==> src/rtl/riscv_run_ctrl.sv <==
// riscv_run_ctrl: run/idle sequencer and instruction loader for a RISC-V core.
// Edge-detects a run request and an instruction write request. It runs the core
// for a latched number of cycles and forwards instruction words to the imem
// write port while the core is not running.
// Optional feature: define RUN_CTRL_HALT_EN to add the i_core_halt input. When
// i_core_halt is high during RUN, the run ends early.
module riscv_run_ctrl #(
  parameter int unsigned IMEM_ADDR_W = 10
) (
  input  logic                   s00_axi_aclk,
  input  logic                   s00_axi_aresetn,
  input  logic                   i_run,
  input  logic [31:0]            i_num_cycle,
  input  logic                   i_mem_reset_n,
  input  logic                   i_instr_write,
  input  logic [31:0]            i_instr_data,
  input  logic [31:0]            i_instr_addr,
`ifdef RUN_CTRL_HALT_EN
  input  logic                   i_core_halt,
`endif
  output logic                   o_idle,
  output logic                   o_running,
  output logic                   o_done,
  output logic                   o_imem_we,
  output logic [IMEM_ADDR_W-1:0] o_imem_addr,
  output logic [31:0]            o_imem_wdata,
  output logic                   o_core_rst_n,
  output logic                   o_core_en,
  output logic [31:0]            o_cycle_cnt,
  output logic                   o_wr_err
);

  localparam int unsigned CNT_W  = 32;
  localparam int unsigned DATA_W = 32;

  typedef enum logic [1:0] {
    ST_IDLE = 2'd0,
    ST_RUN  = 2'd1,
    ST_DONE = 2'd2
  } state_e;

  state_e state_q, state_d;

  logic                   run_q, wr_q;
  logic                   run_rise, wr_rise, halt, run_start, run_last;
  logic [CNT_W-1:0]       num_q, num_d;
  logic [CNT_W-1:0]       cnt_d;
  logic                   idle_d, running_d, done_d, core_en_d, core_rst_n_d;
  logic                   imem_we_d, wr_err_d;
  logic [IMEM_ADDR_W-1:0] imem_addr_d;
  logic [DATA_W-1:0]      imem_wdata_d;
  logic                   unused_addr_bits;

  // Word-offset and out-of-range address bits are deliberately dropped.
  assign unused_addr_bits = ^{i_instr_addr[31:IMEM_ADDR_W+2], i_instr_addr[1:0]};

`ifdef RUN_CTRL_HALT_EN
  assign halt = i_core_halt;
`else
  assign halt = 1'b0;
`endif

  assign run_rise  = i_run & ~run_q;
  assign wr_rise   = i_instr_write & ~wr_q;
  assign run_start = (state_q == ST_IDLE) & run_rise & i_mem_reset_n;
  assign run_last  = (o_cycle_cnt == CNT_W'(num_q - CNT_W'(1))) | halt;

  // Previous-value registers for the run and write request edge detectors.
  always_ff @(posedge s00_axi_aclk or negedge s00_axi_aresetn) begin
    if (!s00_axi_aresetn) begin
      run_q <= 1'b0;
      wr_q  <= 1'b0;
    end else begin
      run_q <= i_run;
      wr_q  <= i_instr_write;
    end
  end

  // FSM state register.
  always_ff @(posedge s00_axi_aclk or negedge s00_axi_aresetn) begin
    if (!s00_axi_aresetn) begin
      state_q <= ST_IDLE;
    end else begin
      state_q <= state_d;
    end
  end

  // Next-state logic. A software abort wins over every other transition.
  always_comb begin
    state_d = state_q;
    unique case (state_q)
      ST_IDLE: if (run_rise) state_d = (i_num_cycle == CNT_W'(0)) ? ST_DONE : ST_RUN;
      ST_RUN:  if (run_last) state_d = ST_DONE;
      ST_DONE: if (!i_run)   state_d = ST_IDLE;
      default: state_d = ST_IDLE;
    endcase
    if (!i_mem_reset_n) state_d = ST_IDLE;
  end

  // Next values of the registered outputs, the cycle counter and the latched run length.
  always_comb begin
    idle_d       = (state_d == ST_IDLE);
    running_d    = (state_d == ST_RUN);
    done_d       = (state_d == ST_DONE);
    core_en_d    = (state_d == ST_RUN);
    core_rst_n_d = (state_d != ST_IDLE);
    num_d        = num_q;
    cnt_d        = o_cycle_cnt;
    wr_err_d     = o_wr_err;
    imem_we_d    = 1'b0;
    imem_addr_d  = o_imem_addr;
    imem_wdata_d = o_imem_wdata;

    if (run_start) begin
      num_d    = i_num_cycle;
      cnt_d    = '0;
      wr_err_d = 1'b0;
    end

    if (state_q == ST_RUN) begin
      cnt_d = CNT_W'(o_cycle_cnt + CNT_W'(1));
    end

    // Instruction writes land only while the core is stopped; during RUN they are flagged.
    if (wr_rise) begin
      if (state_q == ST_RUN) begin
        wr_err_d = 1'b1;
      end else if (i_mem_reset_n) begin
        imem_we_d    = 1'b1;
        imem_addr_d  = i_instr_addr[IMEM_ADDR_W+1:2];
        imem_wdata_d = i_instr_data;
      end
    end

    if (!i_mem_reset_n) begin
      cnt_d = '0;
    end
  end

  // Output and datapath registers.
  always_ff @(posedge s00_axi_aclk or negedge s00_axi_aresetn) begin
    if (!s00_axi_aresetn) begin
      o_idle       <= 1'b1;
      o_running    <= 1'b0;
      o_done       <= 1'b0;
      o_core_en    <= 1'b0;
      o_core_rst_n <= 1'b0;
      o_imem_we    <= 1'b0;
      o_imem_addr  <= '0;
      o_imem_wdata <= '0;
      o_cycle_cnt  <= '0;
      o_wr_err     <= 1'b0;
      num_q        <= '0;
    end else begin
      o_idle       <= idle_d;
      o_running    <= running_d;
      o_done       <= done_d;
      o_core_en    <= core_en_d;
      o_core_rst_n <= core_rst_n_d;
      o_imem_we    <= imem_we_d;
      o_imem_addr  <= imem_addr_d;
      o_imem_wdata <= imem_wdata_d;
      o_cycle_cnt  <= cnt_d;
      o_wr_err     <= wr_err_d;
      num_q        <= num_d;
    end
  end

endmodule

==> config.mk <==
export PLATFORM = sky130hd
export DESIGN_NAME = riscv_run_ctrl
export DESIGN_NICKNAME = d
export VERILOG_FILES = /design/src/rtl/riscv_run_ctrl.sv
export SDC_FILE = /design/constraint.sdc
export NUM_CORES = 1
export LEC_CHECK = 0
export ABC_AREA = 1
export ABC_CLOCK_PERIOD_IN_PS = 2080
export BUFFER_PORTS_ARGS = -buffer_cell sky130_fd_sc_hd__buf_2
export CAP_MARGIN = 0
export CORE_MARGIN = 2
export CORE_UTILIZATION = 48
export CTS_CLUSTER_SIZE = 25
export DETAILED_ROUTE_END_ITERATION = 8
export GPL_TIMING_DRIVEN = 0
export PLACE_DENSITY = 0.81
export SLEW_MARGIN = 20
export SYNTH_ARGS = -nofsm -noshare
export SYNTH_HDL_FRONTEND = slang
export SYNTH_SLANG_ARGS = --single-unit
==> constraint.sdc <==
create_clock -name s00_axi_aclk -period 2.08 [get_ports s00_axi_aclk]
set_input_delay 0.312 -clock s00_axi_aclk [delete_from_list [all_inputs] [get_ports s00_axi_aclk]]
set_output_delay 0.312 -clock s00_axi_aclk [all_outputs]
set_load 0.02 [all_outputs]
==> flow_summary.yaml <==
timing:
  rsz0062_at_grt: "true"
  tns_ns: -0.312
  finalHoldViolations: 0
  maxSlewHeadroom_pct: 50.3
  fmax_mhz: 465
  finalClockSkew_ns: 0.00799
  layout_setup_ws_ns: -0.0721
  slew_violations: 0
  finalCriticalPeriod_ns: 2.15
  tightest_slew_ns: 0.746
  timing.final.crit_share_pct: 103
  setup_violations: 6
floorplanning:
  io_pins: 182
  num_rows: 42
  die_area_mm2: 0.0147
  start_util_pct: 49.5
  dieHeight_um: 121
  coreArea_mm2: 0.0133
  die_w_um: 121
synthesis:
  synth_top_area_share_pct: 43.5
  synth_top_flop_cell: "dfrtp_1"
  async_flop_share_pct: 100
  synth_warnings: 0
  seq_area_frac_synth_pct: 43.9
  ys_types: 44
  syn_nets: 958
  synth_cells: 855
  syn-cell-area_mm2: 0.00661
  synth_edf_count: 0
  synthTopCellsByArea: "dfrtp_1 44%, nand2_1 17%, nor2_1 4.8%"
  synth_largest_area_cell: "dfrtp_1"
  avgSynthCellArea_um2: 7.73
  ys_seq_elements: 116
layout:
  nets: 1160
  layout_commonest_cell: "nand2_1"
  areaGrowthSynthToFinish_pct: 31.6
  drive_gt1_share_pct: 31.4
  final_cell_mix: "286 x nand2_1, 161 x buf_2, 106 x dfrtp_1, 81 x inv_1, 70 x nor2_1"
  antennaDiodeCount: 0
status:
  violations: "setup timing"
  status: "complete, but fails checks"
worst_setup_path:
  cpPeakStageDelay_ns: 0.46
  crit_buf_inv: 2
  path_class: "flip-flop to flip-flop"
  critical_path.top_delay_family: "simple AND/OR/NAND/NOR gates"
  critPathArrivalTime_ns: 2.45
  start_kind: "flip-flop"
  critPathRequiredTime_ns: 2.38
  crit_fanout: 5
  crit_slowest_cell: "dfrtp_2"
  crit_cells: 17
  r2r_cells: 17
  end_kind: "flip-flop"
  cp_cell_sequence: "nor2_4 > nand2_2 > nor2_4 > buf_6 > nand2_4 > nand2_1 > nand2_1 > nor2_2 > inv_1 > nor2_1 > nand2_1 > nor2_2 > nand3_1 > nand2_1 > nand2_2 > nand2_2 > nand2_1"
  cp_common_cell: "nand2_1"
clock_tree:
  clock_latency_ns: 0.42
  cts_tree: "done"
  cts_buffers: 17
  cts_sinks: 116
  path_clk_slew_ns: 0.05
  clk_path_buf_depth: 2
  cts_root_buffer: "clkbuf_16"
  htree_levels: 4
route:
  drt-total-wl_um: 19800
  avgViaCountPerCell: 5.30
  ant_nets: 0
  drt_first_pass_iters: 5
  first_iter_violations: 604
  drc: 0
  route.vias.total: 6602
  wl_per_cell_um: 15.9
global_route:
  grt_pass1_wl_um: 30700
  grt_pass1_vias: 6464
  grt_overflow: 0
  grt_max_degree: 78
  antenna_found_initial: 0
  groute.usage.overall_pct: 27.2
placed_design:
  hpwl_um: 14300
  io_buffers: 159
  place.gp.congestion: 0.922
power:
  power-per-cell-area_mw_per_mm2: 880
  total_power_uw: 7660
  leakage_uw: 0.00442
  peakVddDrop_uv: 791
min_path:
  holdPathStages: 1
  min_path_type: "input pin to flip-flop"
run:
  cap_violations: 0
-- registers in the layout, summed over array words and instances, names as in the netlist --
name and count:
state_q 2, o_imem_we 1, o_core_en 1, o_cycle_cnt 32, o_core_rst_n 1, o_imem_addr 10, num_q 32, o_wr_err 1
wr_q 1, o_done 1, run_q 1, o_idle 1, o_imem_wdata 32
-- report_power, final --
part           total [µW]  switching, µW  internal (µW)
Sequential           2890            320           2570
Combinational        1780           1090            684
Clock                2990           1020           1970
Total                7660           2430           5220
-- area by class of cell --
cell class / count / area [µm²]
clock inverters: 9 / 126
flip-flops and latches: 116 / 2920
multi-input cells: 633 / 3530
fillers: 1108 / 4650
inverters: 86 / 325
clock buffers: 23 / 478
plain buffers: 19 / 86.3
well taps: 176 / 220
repair buffers: 184 / 1020
-- routing by layer --
| layer | routed length, µm | up-vias | global-route usage [%] |
|---|---|---|---|
| met5 | 0 | - | 0 |
| met4 | 660 | 0 | 12.1 |
| met2 | 9740 | 341 | 45.5 |
| met1 | 7750 | 3080 | 32.5 |
| li1 | - | 3129 | - |
| met3 | 1690 | 52 | 7.85 |
-- final timing paths --
| kind | slack (ns) | end | start |
|---|---|---|---|
| setup reg to reg | -0.07 | o_core_rst_n | num_q[6] |
| hold reg to reg | 0.46 | o_imem_wdata[29] | o_imem_wdata[29] |
| min in group asynchronous | 0.36 | o_imem_addr[9] | s00_axi_aresetn |
| setup / recovery | -0.07 | o_core_rst_n | num_q[6] |
| max in group asynchronous | 0.96 | o_idle | s00_axi_aresetn |
| hold / removal | 0.02 | run_q | i_run |
-- synthesized netlist by cell type, types with 3 or more instances --
library cell,n
a21oi_1,9
a31oi_1,3
clkbuf_1,15
dfrtp_1,115
inv_1,83
mux2_2,24
nand2_1,296
nand2_2,10
nand3_1,26
nand3_2,5
nand3b_1,4
nand4_1,14
nor2_1,84
nor2_2,17
nor2_4,8
nor3_1,13
nor4_1,10
o21ai_0,25
o21ai_1,7
o21bai_1,7
o22ai_1,11
xnor2_1,13
xor2_1,29
-- timing repair --
| action | in CTS | in global routing |
|---|---|---|
| cloned | 1 | 0 |
| hold buffers | 1 | 1 |
| buffers inserted | 9 | 12 |
| setup endpoints to repair | 71 | 34 |
| endpoints found under the hold margin | 39 | 1 |
| pin swaps | 3 | 22 |
| gates resized for setup | 23 | 48 |
-- cells by family after synthesis --
logic type	Yosys count	synth area share, %
simple gates	497	33.8
flops	116	43.9
buf+inv	106	6.25
compound gates	68	6.00
xor+xnor	42	5.56
mux	24	4.09
fa+ha+maj	2	0.379
-- stage by stage --
stage / setup slack (ns) / utilization [%] / instance area (µm²) / hold slack [ns] / std cells
4_1_cts: 0.00308 / 63.2 / 8430 / 0.000641 / 1234
2_1_floorplan: 0.0444 / - / 6610 / 0.0164 / 855
3_3_place_gp: -0.747 / 57.1 / 7630 / 0.435 / 1190
5_1_grt: -0.239 / 65.2 / 8700 / 0.00439 / 1246
3_5_place_dp: -0.331 / 57.4 / 7660 / 0.240 / 1191
6_report: -0.0721 / 65.2 / 8700 / 0.0200 / 1246
Note: power is estimated with default switching activity, not from simulation.
